==> src/rtl/gnrl_sync_fifo.sv <==
`default_nettype none
// ============================================================================
// gnrl_sync_fifo : synchronous valid/ready FIFO, output zero-masked when empty
// Revision: 1.0
// ============================================================================
module gnrl_sync_fifo #(
   parameter int DW = 32,
   parameter int DP = 4,
   localparam int AW = $clog2(DP)
) (
   input  logic          clk,
   input  logic          rst,
   input  logic          i_vld,
   output logic          i_rdy,
   input  logic [DW-1:0] i_dat,
   output logic          o_vld,
   input  logic          o_rdy,
   output logic [DW-1:0] o_dat,
   output logic [AW:0]   cnt,
   output logic          full,
   output logic          empty
);

   logic [DW-1:0] mem_q [DP];
   logic [AW:0]   wptr_q, wptr_d;
   logic [AW:0]   rptr_q, rptr_d;
   logic [AW:0]   cnt_q,  cnt_d;

   logic          w_push;
   logic          w_pop;
   logic [AW-1:0] w_wr_idx;
   logic [AW-1:0] w_rd_idx;

   assign w_wr_idx = wptr_q[AW-1:0];
   assign w_rd_idx = rptr_q[AW-1:0];

   // Full/empty come from registered pointers only, so i_rdy has no path from o_rdy.
   assign empty = (wptr_q == rptr_q);
   assign full  = (w_wr_idx == w_rd_idx) && (wptr_q[AW] != rptr_q[AW]);
   assign i_rdy = ~full;
   assign o_vld = ~empty;
   assign cnt   = cnt_q;

   assign w_push = i_vld & i_rdy;
   assign w_pop  = o_vld & o_rdy;

   always_comb begin
      wptr_d = wptr_q;
      rptr_d = rptr_q;
      cnt_d  = cnt_q;
      if (w_push) wptr_d = wptr_q + 1'b1;
      if (w_pop)  rptr_d = rptr_q + 1'b1;
      case ({w_push, w_pop})
         2'b10:   cnt_d = cnt_q + 1'b1;
         2'b01:   cnt_d = cnt_q - 1'b1;
         default: cnt_d = cnt_q;
      endcase
   end

   always_ff @(posedge clk) begin
      if (rst) begin
         wptr_q <= '0;
         rptr_q <= '0;
         cnt_q  <= '0;
      end else begin
         wptr_q <= wptr_d;
         rptr_q <= rptr_d;
         cnt_q  <= cnt_d;
      end
   end

   // Storage is intentionally not reset; the output mask hides stale contents.
   generate
      for (genvar gi = 0; gi < DP; gi++) begin : g_mem
         always_ff @(posedge clk) begin
            if (w_push && (w_wr_idx == AW'(gi))) begin
               mem_q[gi] <= i_dat;
            end
         end
      end
   endgenerate

   assign o_dat = o_vld ? mem_q[w_rd_idx] : {DW{1'b0}};

endmodule
`default_nettype wire
==> config.mk <==
export PLATFORM = sky130hd
export DESIGN_NAME = gnrl_sync_fifo
export DESIGN_NICKNAME = d
export VERILOG_FILES = /design/src/rtl/gnrl_sync_fifo.sv
export SDC_FILE = /design/constraint.sdc
export NUM_CORES = 1
export LEC_CHECK = 0
export BUFFER_PORTS_ARGS = -buffer_cell sky130_fd_sc_hd__clkbuf_2
export CAP_MARGIN = 25
export CORE_MARGIN = 2
export CORE_UTILIZATION = 51
export CTS_CLUSTER_DIAMETER = 30
export DETAILED_ROUTE_END_ITERATION = 10
export PLACE_DENSITY_LB_ADDON = 0.12
export SLEW_MARGIN = 20
export SYNTH_ARGS = -nofsm -noshare
export SYNTH_HDL_FRONTEND = slang
export SYNTH_SLANG_ARGS = --single-unit
==> constraint.sdc <==
create_clock -name clk -period 3.04 [get_ports clk]
set_input_delay 0.304 -clock clk [delete_from_list [all_inputs] [get_ports clk]]
set_output_delay 0.304 -clock clk [all_outputs]
set_load 0.005 [all_outputs]
==> impl_metrics.toml, run 1 <==
[worst_hold_path]
hold_path.class = "input port to flip-flop"

[global_routing]
grt_first_pass_wirelength_microns = 15780
grt_antenna_before_repair = 0
grt_overflow = 0
grt_pass1_vias = 3085
groute.usage.overall_pct = 18.66
grt_max_degree = 35

[sta]
hold_slack_ns = 0.02684
tightest_slew_ns = 0.9081
fin_setup_tns_ns = 0
rsz0062_at_grt = "false"
max_slew_margin_pct = 39.46
fin_crit_sh_pct = 83.72
hold_violations = 0
fin_crit_ns = 2.545
clock_skew_ns = 0.008229
setup_viol = 0
clock.fmax_ghz = 0.3929
report.final.slew_viol_count = 0

[floorplan]
die_width_microns = 108.6
initial_utilization_pct = 51.96
coreArea_sq_um = 10750
rows = 38
io_pins = 75
die_area_sq_um = 11800
die_y_microns = 108.6

[critical_path]
cp_max_fo = 9
endpoint_kind = "flip-flop"
crit_family = "simple AND/OR/NAND/NOR gates"
path_class = "flip-flop to flip-flop"
cp_slowest_stage_delay_ns = 0.48
slowest_stage = "xnor2_2"
critPathRequiredTime_ns = 3.48
crit_buf_inv = 1
cp-start-kind = "flip-flop"
path_cells = "xnor2_2, nand3_2, nand2_1, ha_1, inv_1, fa_1, xor2_1, or3_1, a21oi_1"
worstPathArrival_ns = 2.99

[route]
wl_per_cell_microns = 18.07
drc = 0
vias_per_cell = 5.357
ant_nets = 0
drt-initial-drc-count = 120
first_pass_iters = 4
num_vias = 2984
drt_wl_total_microns = 10070

[clocking]
cts_made_buffers = 17
htreeDepth = 4
cts_tree = "done"
clkTransAtPathRegs_ns = 0.06
worstSkewPairLatency_ns = 0.51
clockBufferDepth = 2
cts.sinks = 139
cts_resized = 0
root_buffer = "clkbuf_8"
post-cts-setup-buffers = 0

[cells_and_area]
fillers = 772
fin_area_sq_um = 7012
layout-drive-gt1-share_pct = 36.21
area_growth_syn_to_layout_pct = 25.59
n_antenna_cell = 0
final_cell_mix = "edfxtp_1, clkbuf_2, nor2b_1"
final_common_cell = "edfxtp_1"
nets = 448

[place]
place_area_sq_um = 6148
globalplace.congestion = 0.8024
io_buffers = 74
place_hpwl_microns = 6001

[yosys]
synthDominantCellAreaShare_pct = 68.85
ys_ff_latch = 139
ys_seq_area_share_pct = 72.79
synthCells = 292
yosysTopAreaCell = "edfxtp_1"
syn_avg_cell_area_sq_um = 19.12
synth_cell_types = 31
synth_area_sq_um = 5583
yosys-top-cells-area = "edfxtp_1, mux4_2, dfxtp_1"
synthesis.nets = 335
ys_warn_count = 0

[flow_run]
drv_cap = 0

[power]
leakagePower_nw = 2.478
ir_drop_uv = 617.0
finalPower_mw = 6.793
p_per_area_nw_per_um2 = 968.8

[run_status]
status = "finished, final reports clean"
## through the flow
step	util, %	instances	worst slack, ns
4_1_cts	64.97	554	0.4260
5_1_grt	65.25	557	0.3027
3_3_place_gp	57.22	499	0.6395
2_1_floorplan	-	292	0.1011
6_report	65.25	557	0.4950
3_5_place_dp	57.22	499	0.4882
## metal layers
layer  wire length [microns]  part of all wire (%)  track usage (%)
met5                       0                     0                0
met4                     113                   1.1            5.952
met3                     548                   5.4            6.396
met2                    5163                    51            30.40
met1                    4241                    42            23.82
## registers in the layout (all words and copies together) (netlist names), named ones only
signal,count
wptr_q,3
cnt,3
rptr_q,3
mem_q,128
## cells in the mapped netlist (all sizes together)
library cell and n:
a41oi 2, nand4 4, inv 9, edfxtp 128, nand2 5, a31oi 3
xor2 5, dfxtp 11, fa 1, nor2b 34, ha 6, a21oi 4
or3 1, nor2 4, or4 1, nor3b 4, xnor2 3, clkbuf 4
buf 10, nand3 7, o21ai 5, mux4 32, a211o 2, o211ai 2
nor3 1, and3 4
## worst paths after layout
| kind | start | endpoint | slack, ns | cells past startpoint |
|---|---|---|---|---|
| worst max-delay path | rptr_q[0] | cnt[2] | 0.49 | 9 |
| worst min-delay path | i_dat[10] | mem_q[3][10] | 0.03 | 1 |
| worst max register to register | rptr_q[0] | cnt[2] | 0.49 | 9 |
| worst min register to register | cnt[2] | cnt[2] | 0.51 | 2 |
## repair_timing
action | CTS | global route
hold endpoints to repair | 95 | 11
endpoints found under the setup margin | 0 | 0
hold buffers | 24 | 3
## report_power, final
part	switching (mW)	internal, mW	leakage (nW)
clock	0.732	1.32	0.288
combinational	1.10	1.02	0.924
sequential	0.178	2.44	1.27
## cell families after synthesis
family          count (synthesis)  synth area share (%)
fa+ha+maj                       7                 1.703
flops                         139                 72.79
simple gates                   65                 7.104
mux                            32                 12.91
compound gates                 18                 2.039
xor+xnor                        8                 1.659
buf+inv                        23                 1.793
## area by class of cell
class | instances | area [sq um] | share of cell area (%)
well taps | 140 | 175.2 | 2.498
repair buffers | 108 | 705.7 | 10.06
multi-input cells | 130 | 1438 | 20.50
clock buffers | 18 | 417.9 | 5.960
inverters | 9 | 33.78 | 0.4818
clock inverters | 13 | 175.2 | 2.498
flip-flops and latches | 139 | 4066 | 57.99
(Power assumes the default switching activity.)
==> run 2, diff against run 1 <==
--- a/config.mk
+++ b/config.mk
@@ -5,10 +5,11 @@
 export SDC_FILE = /design/constraint.sdc
 export NUM_CORES = 1
 export LEC_CHECK = 0
+export ABC_AREA = 1
 export BUFFER_PORTS_ARGS = -buffer_cell sky130_fd_sc_hd__clkbuf_2
 export CAP_MARGIN = 25
 export CORE_MARGIN = 2
-export CORE_UTILIZATION = 51
+export CORE_UTILIZATION = 55
 export CTS_CLUSTER_DIAMETER = 30
 export DETAILED_ROUTE_END_ITERATION = 10
 export PLACE_DENSITY_LB_ADDON = 0.12
==> constraint.sdc (replaced) <==
create_clock -name clk -period 2.5 [get_ports clk]
set_input_delay 0.25 -clock clk [delete_from_list [all_inputs] [get_ports clk]]
set_output_delay 0.25 -clock clk [all_outputs]
set_load 0.005 [all_outputs]
==> impl_metrics.toml, run 2 <==
[floorplan]
io_pins = 75
rows = 37
die_y_microns = 106.0
initial_utilization_pct = 55.96
coreArea_sq_um = 10230
die_width_microns = 106.0
die_area_sq_um = 11240

[route]
drc = 0
drt-initial-drc-count = 320
vias_per_cell = 5.043
first_pass_iters = 4
num_vias = 3883
ant_nets = 0
drt_wl_total_microns = 10990
wl_per_cell_microns = 14.27

[sta]
rsz0062_at_grt = "false"
finalWorstSetupSlack_ns = 0.2550
setup_viol = 0
fin_setup_tns_ns = 0
tightest_slew_ns = 0.3576
clock_skew_ns = 0.007900
hold_violations = 0
hold_slack_ns = 0.08055
clock.fmax_ghz = 0.4454
max_slew_margin_pct = 76.16
fin_crit_sh_pct = 89.80
report.final.slew_viol_count = 0
fin_crit_ns = 2.245

[clocking]
worstSkewPairLatency_ns = 0.51
cts_tree = "done"
htreeDepth = 4
cts_made_buffers = 17
root_buffer = "clkbuf_8"
clockBufferDepth = 2
cts.sinks = 139
clkTransAtPathRegs_ns = 0.06

[yosys]
ys_top_cells_by_count = "edfxtp_1, nor2_1, nand2_1"
ys_ff_latch = 139
synth_flop_cell = "edfxtp_1"
synthAdderAreaFrac_pct = 1.661
syn_avg_cell_area_sq_um = 11.29
ys_seq_area_share_pct = 70.98
synth_edf_count = 128
ys_warn_count = 0
synthesis.nets = 550
yosysTopAreaCell = "edfxtp_1"
synth_compound_area_share_pct = 9.506
synth_top_family_by_area = "simple AND/OR/NAND/NOR gates"
yosys-top-cells-area = "edfxtp_1, nor2_1, o21ai_1"
synthSimpleGateAreaFrac_pct = 11.65
synth_most_common_cell = "edfxtp_1"
synthDominantCellAreaShare_pct = 67.13
synth_cell_types = 19
synth_xor_area_share_pct = 0
synth_area_sq_um = 5725
async_reset_ff_share_pct = 0
synthMuxAreaShare_pct = 0
synthCells = 507

[cells_and_area]
regMostFlops = "mem_q"
final_common_cell = "edfxtp_1"
layout-drive-gt1-share_pct = 19.24
nets = 666
n_antenna_cell = 0
fin_area_sq_um = 7151
final_cell_mix = "edfxtp_1, nor2_1, clkbuf_2"
largest_reg_flops = 128
area_growth_syn_to_layout_pct = 24.89

[power]
finalPower_mw = 6.054
p_per_area_nw_per_um2 = 846.6
ir_drop_uv = 560.1
leakagePower_nw = 2.970

[critical_path]
worstPathArrival_ns = 1.99
crit_buf_inv = 4
slowest_stage = "dfxtp_4"
path_class = "flip-flop to primary output"
path_cells = "inv_2, buf_12, nor2_1, o21ai_0, nand2_1, inv_1, clkbuf_2"
endpoint_kind = "primary output"
cp-start-kind = "flip-flop"
cp_max_fo = 52
critPathRequiredTime_ns = 2.25
cp_slowest_stage_delay_ns = 0.42
crit_family = "buffers and inverters"

[global_routing]
grt_antenna_before_repair = 0
grt_overflow = 0
groute.usage.overall_pct = 21.32
grt_first_pass_wirelength_microns = 18260
grt_max_degree = 53
grt_pass1_vias = 3897

[flow_run]
drv_cap = 0

[run_status]
status = "finished, final reports clean"

[place]
place_ws_ns = 0.4071
place_hpwl_microns = 6186
globalplace.congestion = 0.8064
place_area_sq_um = 6275
io_buffers = 74

[worst_hold_path]
hold_path.class = "input port to flip-flop"
==> run 2: cell count changes in the layout (fill, tap and decap cells not counted), moves of 5 or more <==
cell,delta
buf_4,+7
dlygate4sd3_1,+5
inv_1,+47
mux4_2,-32
nand2_1,+52
nor2_1,+99
nor2b_1,-34
o21ai_0,+42
o21ai_1,+52
==> run 2: final cells by class <==
class                      instances  area (sq um)
clock inverter                    12         131.4
inverter                          57         214.0
sequential                       139          4069
timing repair buffer             121         819.5
fill                             744          3080
clock buffer                      18         417.9
multi-input combinational        287          1329
tap                              136         170.2
==> run 2: logic make-up after synthesis <==
logic type                 count (synthesis)
buffers and inverters                     81
adders and majority gates                  7
and+or+nand+nor                          172
AOI/OAI and AO/OA                        108
DFF                                      139
==> run 2: metal layers <==
layer  wire length (microns)  share of wire, %  GRT usage [%]  vias up
li1                        -                 -              -     1942
met5                       0                 0              0        -
met2                    5359                49          34.70       96
met3                     426               3.9          5.702       17
met1                    5009                46          27.61     1828
met4                     191               1.7          8.177        0
==> run 2: power by group <==
| part | switching, mW | internal (mW) |
|---|---|---|
| logic | 0.617 | 0.397 |
| clock network | 0.836 | 1.48 |
| registers | 0.0538 | 2.67 |
==> run 2: worst paths after layout <==
check | start | to | slack, ns | depth (start not counted)
setup / recovery | flip-flop | o_dat[19] | 0.26 | 7
hold / removal | i_vld | wptr_q[1] | 0.08 | 3
setup reg to reg | wptr_q[1] | cnt[2] | 0.37 | 12
hold reg to reg | cnt[0] | cnt[0] | 0.48 | 1
==> run 2: worst register-to-register path, stage by stage, from the launching register on <==
cell and delay, ns:
dfxtp_1 0.36, inv_1 0.13, nand2_1 0.07, nand2_1 0.11, nand3_2 0.20, nand2_1 0.14
ha_1 0.18, inv_1 0.07, fa_1 0.39, nand2_1 0.08, nand3_1 0.08, o21ai_0 0.16
a21oi_1 0.06
==> run 2: stage by stage <==
step                      std cells  utilization, %
final                           770           69.89
after global routing            770           69.89
after CTS                       770           69.83
after detailed placement        708           61.33
after global placement          708           61.33
after floorplan                 507               -
==> run 2: what timing repair did <==
action,in CTS,in global routing
gates resized for setup,0,2
hold buffers,32,0
buffers inserted,0,0
setup endpoints to repair,0,9
endpoints found under the hold margin,128,0
==> run 3, diff against run 2 <==
--- a/config.mk
+++ b/config.mk
@@ -7,8 +7,7 @@
 export LEC_CHECK = 0
 export ABC_AREA = 1
 export BUFFER_PORTS_ARGS = -buffer_cell sky130_fd_sc_hd__clkbuf_2
-export CAP_MARGIN = 25
-export CORE_MARGIN = 2
+export CORE_MARGIN = 3
 export CORE_UTILIZATION = 55
 export CTS_CLUSTER_DIAMETER = 30
 export DETAILED_ROUTE_END_ITERATION = 10
==> impl_metrics.toml, run 3 (same netlist as run 2, synthesis figures left out) <==
[run_status]
status = "finished, final reports clean"

[cells_and_area]
regArea_sq_um = 4066
regMostFlops = "mem_q"
final_common_cell = "edfxtp_1"
multiInputGateArea_sq_um = 1329
area_growth_syn_to_layout_pct = 25.79
layout-drive-gt1-share_pct = 19.56
instances_no_fill = 767
fin_area_sq_um = 7202
nets = 664
post-route-util_pct = 72.35
final_cell_mix = "edfxtp_1, nor2_1, clkbuf_2"
largest_reg_flops = 128
fillers = 708
n_antenna_cell = 0

[sta]
report.final.slew_viol_count = 0
tightest_slew_ns = 0.6589
fin_crit_sh_pct = 92.21
fin_crit_ns = 2.305
hold_slack_ns = 0.07904
setup_viol = 0
hold_violations = 0
fin_setup_tns_ns = 0
finalWorstSetupSlack_ns = 0.1947
max_slew_margin_pct = 56.07
rsz0062_at_grt = "false"
clock.fmax_ghz = 0.4338
clock_skew_ns = 0.007520

[place]
place_hpwl_microns = 6312
dp.cells = 703
globalplace.congestion = 0.7093
place_area_sq_um = 6281
io_buffers = 74
place_ws_ns = 0.4220

[power]
leakagePower_nw = 2.985
finalPower_mw = 6.233
p_per_area_nw_per_um2 = 865.4
ir_drop_uv = 466.9

[critical_path]
cp_max_fo = 33
reg2reg_depth = 12
path_class = "flip-flop to primary output"
critPathRequiredTime_ns = 2.25
rr_endpoint = "cnt[2]"
ff2ff_setup_slack_ns = 0.38
endpoint_kind = "primary output"
worstPathArrival_ns = 2.06
endpoint = "o_dat[1]"
rr_startpoint = "wptr_q[1]"
cp-start-kind = "flip-flop"

[route]
wl_per_cell_microns = 14.70
num_vias = 3888
first_pass_iters = 5
drt-initial-drc-count = 214
ant_nets = 0
drt_wl_total_microns = 11280
vias_per_cell = 5.069
drc = 0

[global_routing]
grt_max_degree = 41
groute.usage.overall_pct = 20.52
grt_antenna_before_repair = 0
grt_pass1_vias = 3843
grt_overflow = 0
grt_first_pass_wirelength_microns = 18140

[floorplan]
coreArea_sq_um = 9955
io_pins = 75
initial_utilization_pct = 57.52
die_area_sq_um = 11670
die_width_microns = 108.0
die_y_microns = 108.0
rows = 36

[clocking]
cts_tree = "done"
worstSkewPairLatency_ns = 0.52
clockBufferDepth = 2
clkTransAtPathRegs_ns = 0.06
cts.sinks = 139
cts_made_buffers = 17
htreeDepth = 4
root_buffer = "clkbuf_8"

[worst_hold_path]
hold_path.class = "input port to flip-flop"

[flow_run]
drv_cap = 0
-- run 3: cell type report --
class                      count  share of cell area, %
multi-input combinational    287                  18.45
tap                          133                  2.311
inverter                      57                  2.971
sequential                   139                  56.46
timing repair buffer         119                  11.52
clock buffer                  19                  5.855
clock inverter                13                  2.432
-- run 3: worst max-delay path: stages (launching register included) --
cell and delay (ns):
dfxtp_2 0.75, buf_12 0.27, o21ai_0 0.11, o21ai_1 0.15, nand2_1 0.06, inv_1 0.08
clkbuf_2 0.11
-- run 3: worst min path at each step --
stage / start / end / slack, ns / depth (start not counted)
after floorplan: i_dat[0] / mem_q[0][0] / 0.35 / 0
after CTS: i_vld / wptr_q[1] / 0.06 / 4
after global routing: i_vld / wptr_q[1] / 0.09 / 3
after global placement: cnt[2] / cnt[2] / 0.46 / 2
final: i_vld / wptr_q[1] / 0.08 / 3
after detailed placement: cnt[2] / cnt[2] / 0.47 / 2
-- run 3: layer usage --
layer  vias to the layer above  GRT usage (%)  wire [microns]
met5                         -              0               0
met4                         0          7.845             123
met3                        11          6.448             625
met2                       106          35.21            5863
met1                      1829          24.27            4664
li1                       1942              -               -
-- run 3: timing repair --
| action | 4_1_cts | 5_1_grt |
|---|---|---|
| gates resized for setup | 0 | 1 |
| hold buffers | 32 | 0 |
| hold endpoints to repair | 128 | 0 |
| setup buffers | 0 | 0 |
| endpoints found under the setup margin | 0 | 3 |
-- run 3: power breakdown --
part           switching (mW)  leakage (nW)  internal (mW)  total [mW]
sequential             0.0653          1.27           2.67        2.73
clock                   0.887         0.287           1.61        2.49
combinational           0.603          1.43          0.402        1.00
total                    1.55          2.99           4.68        6.23
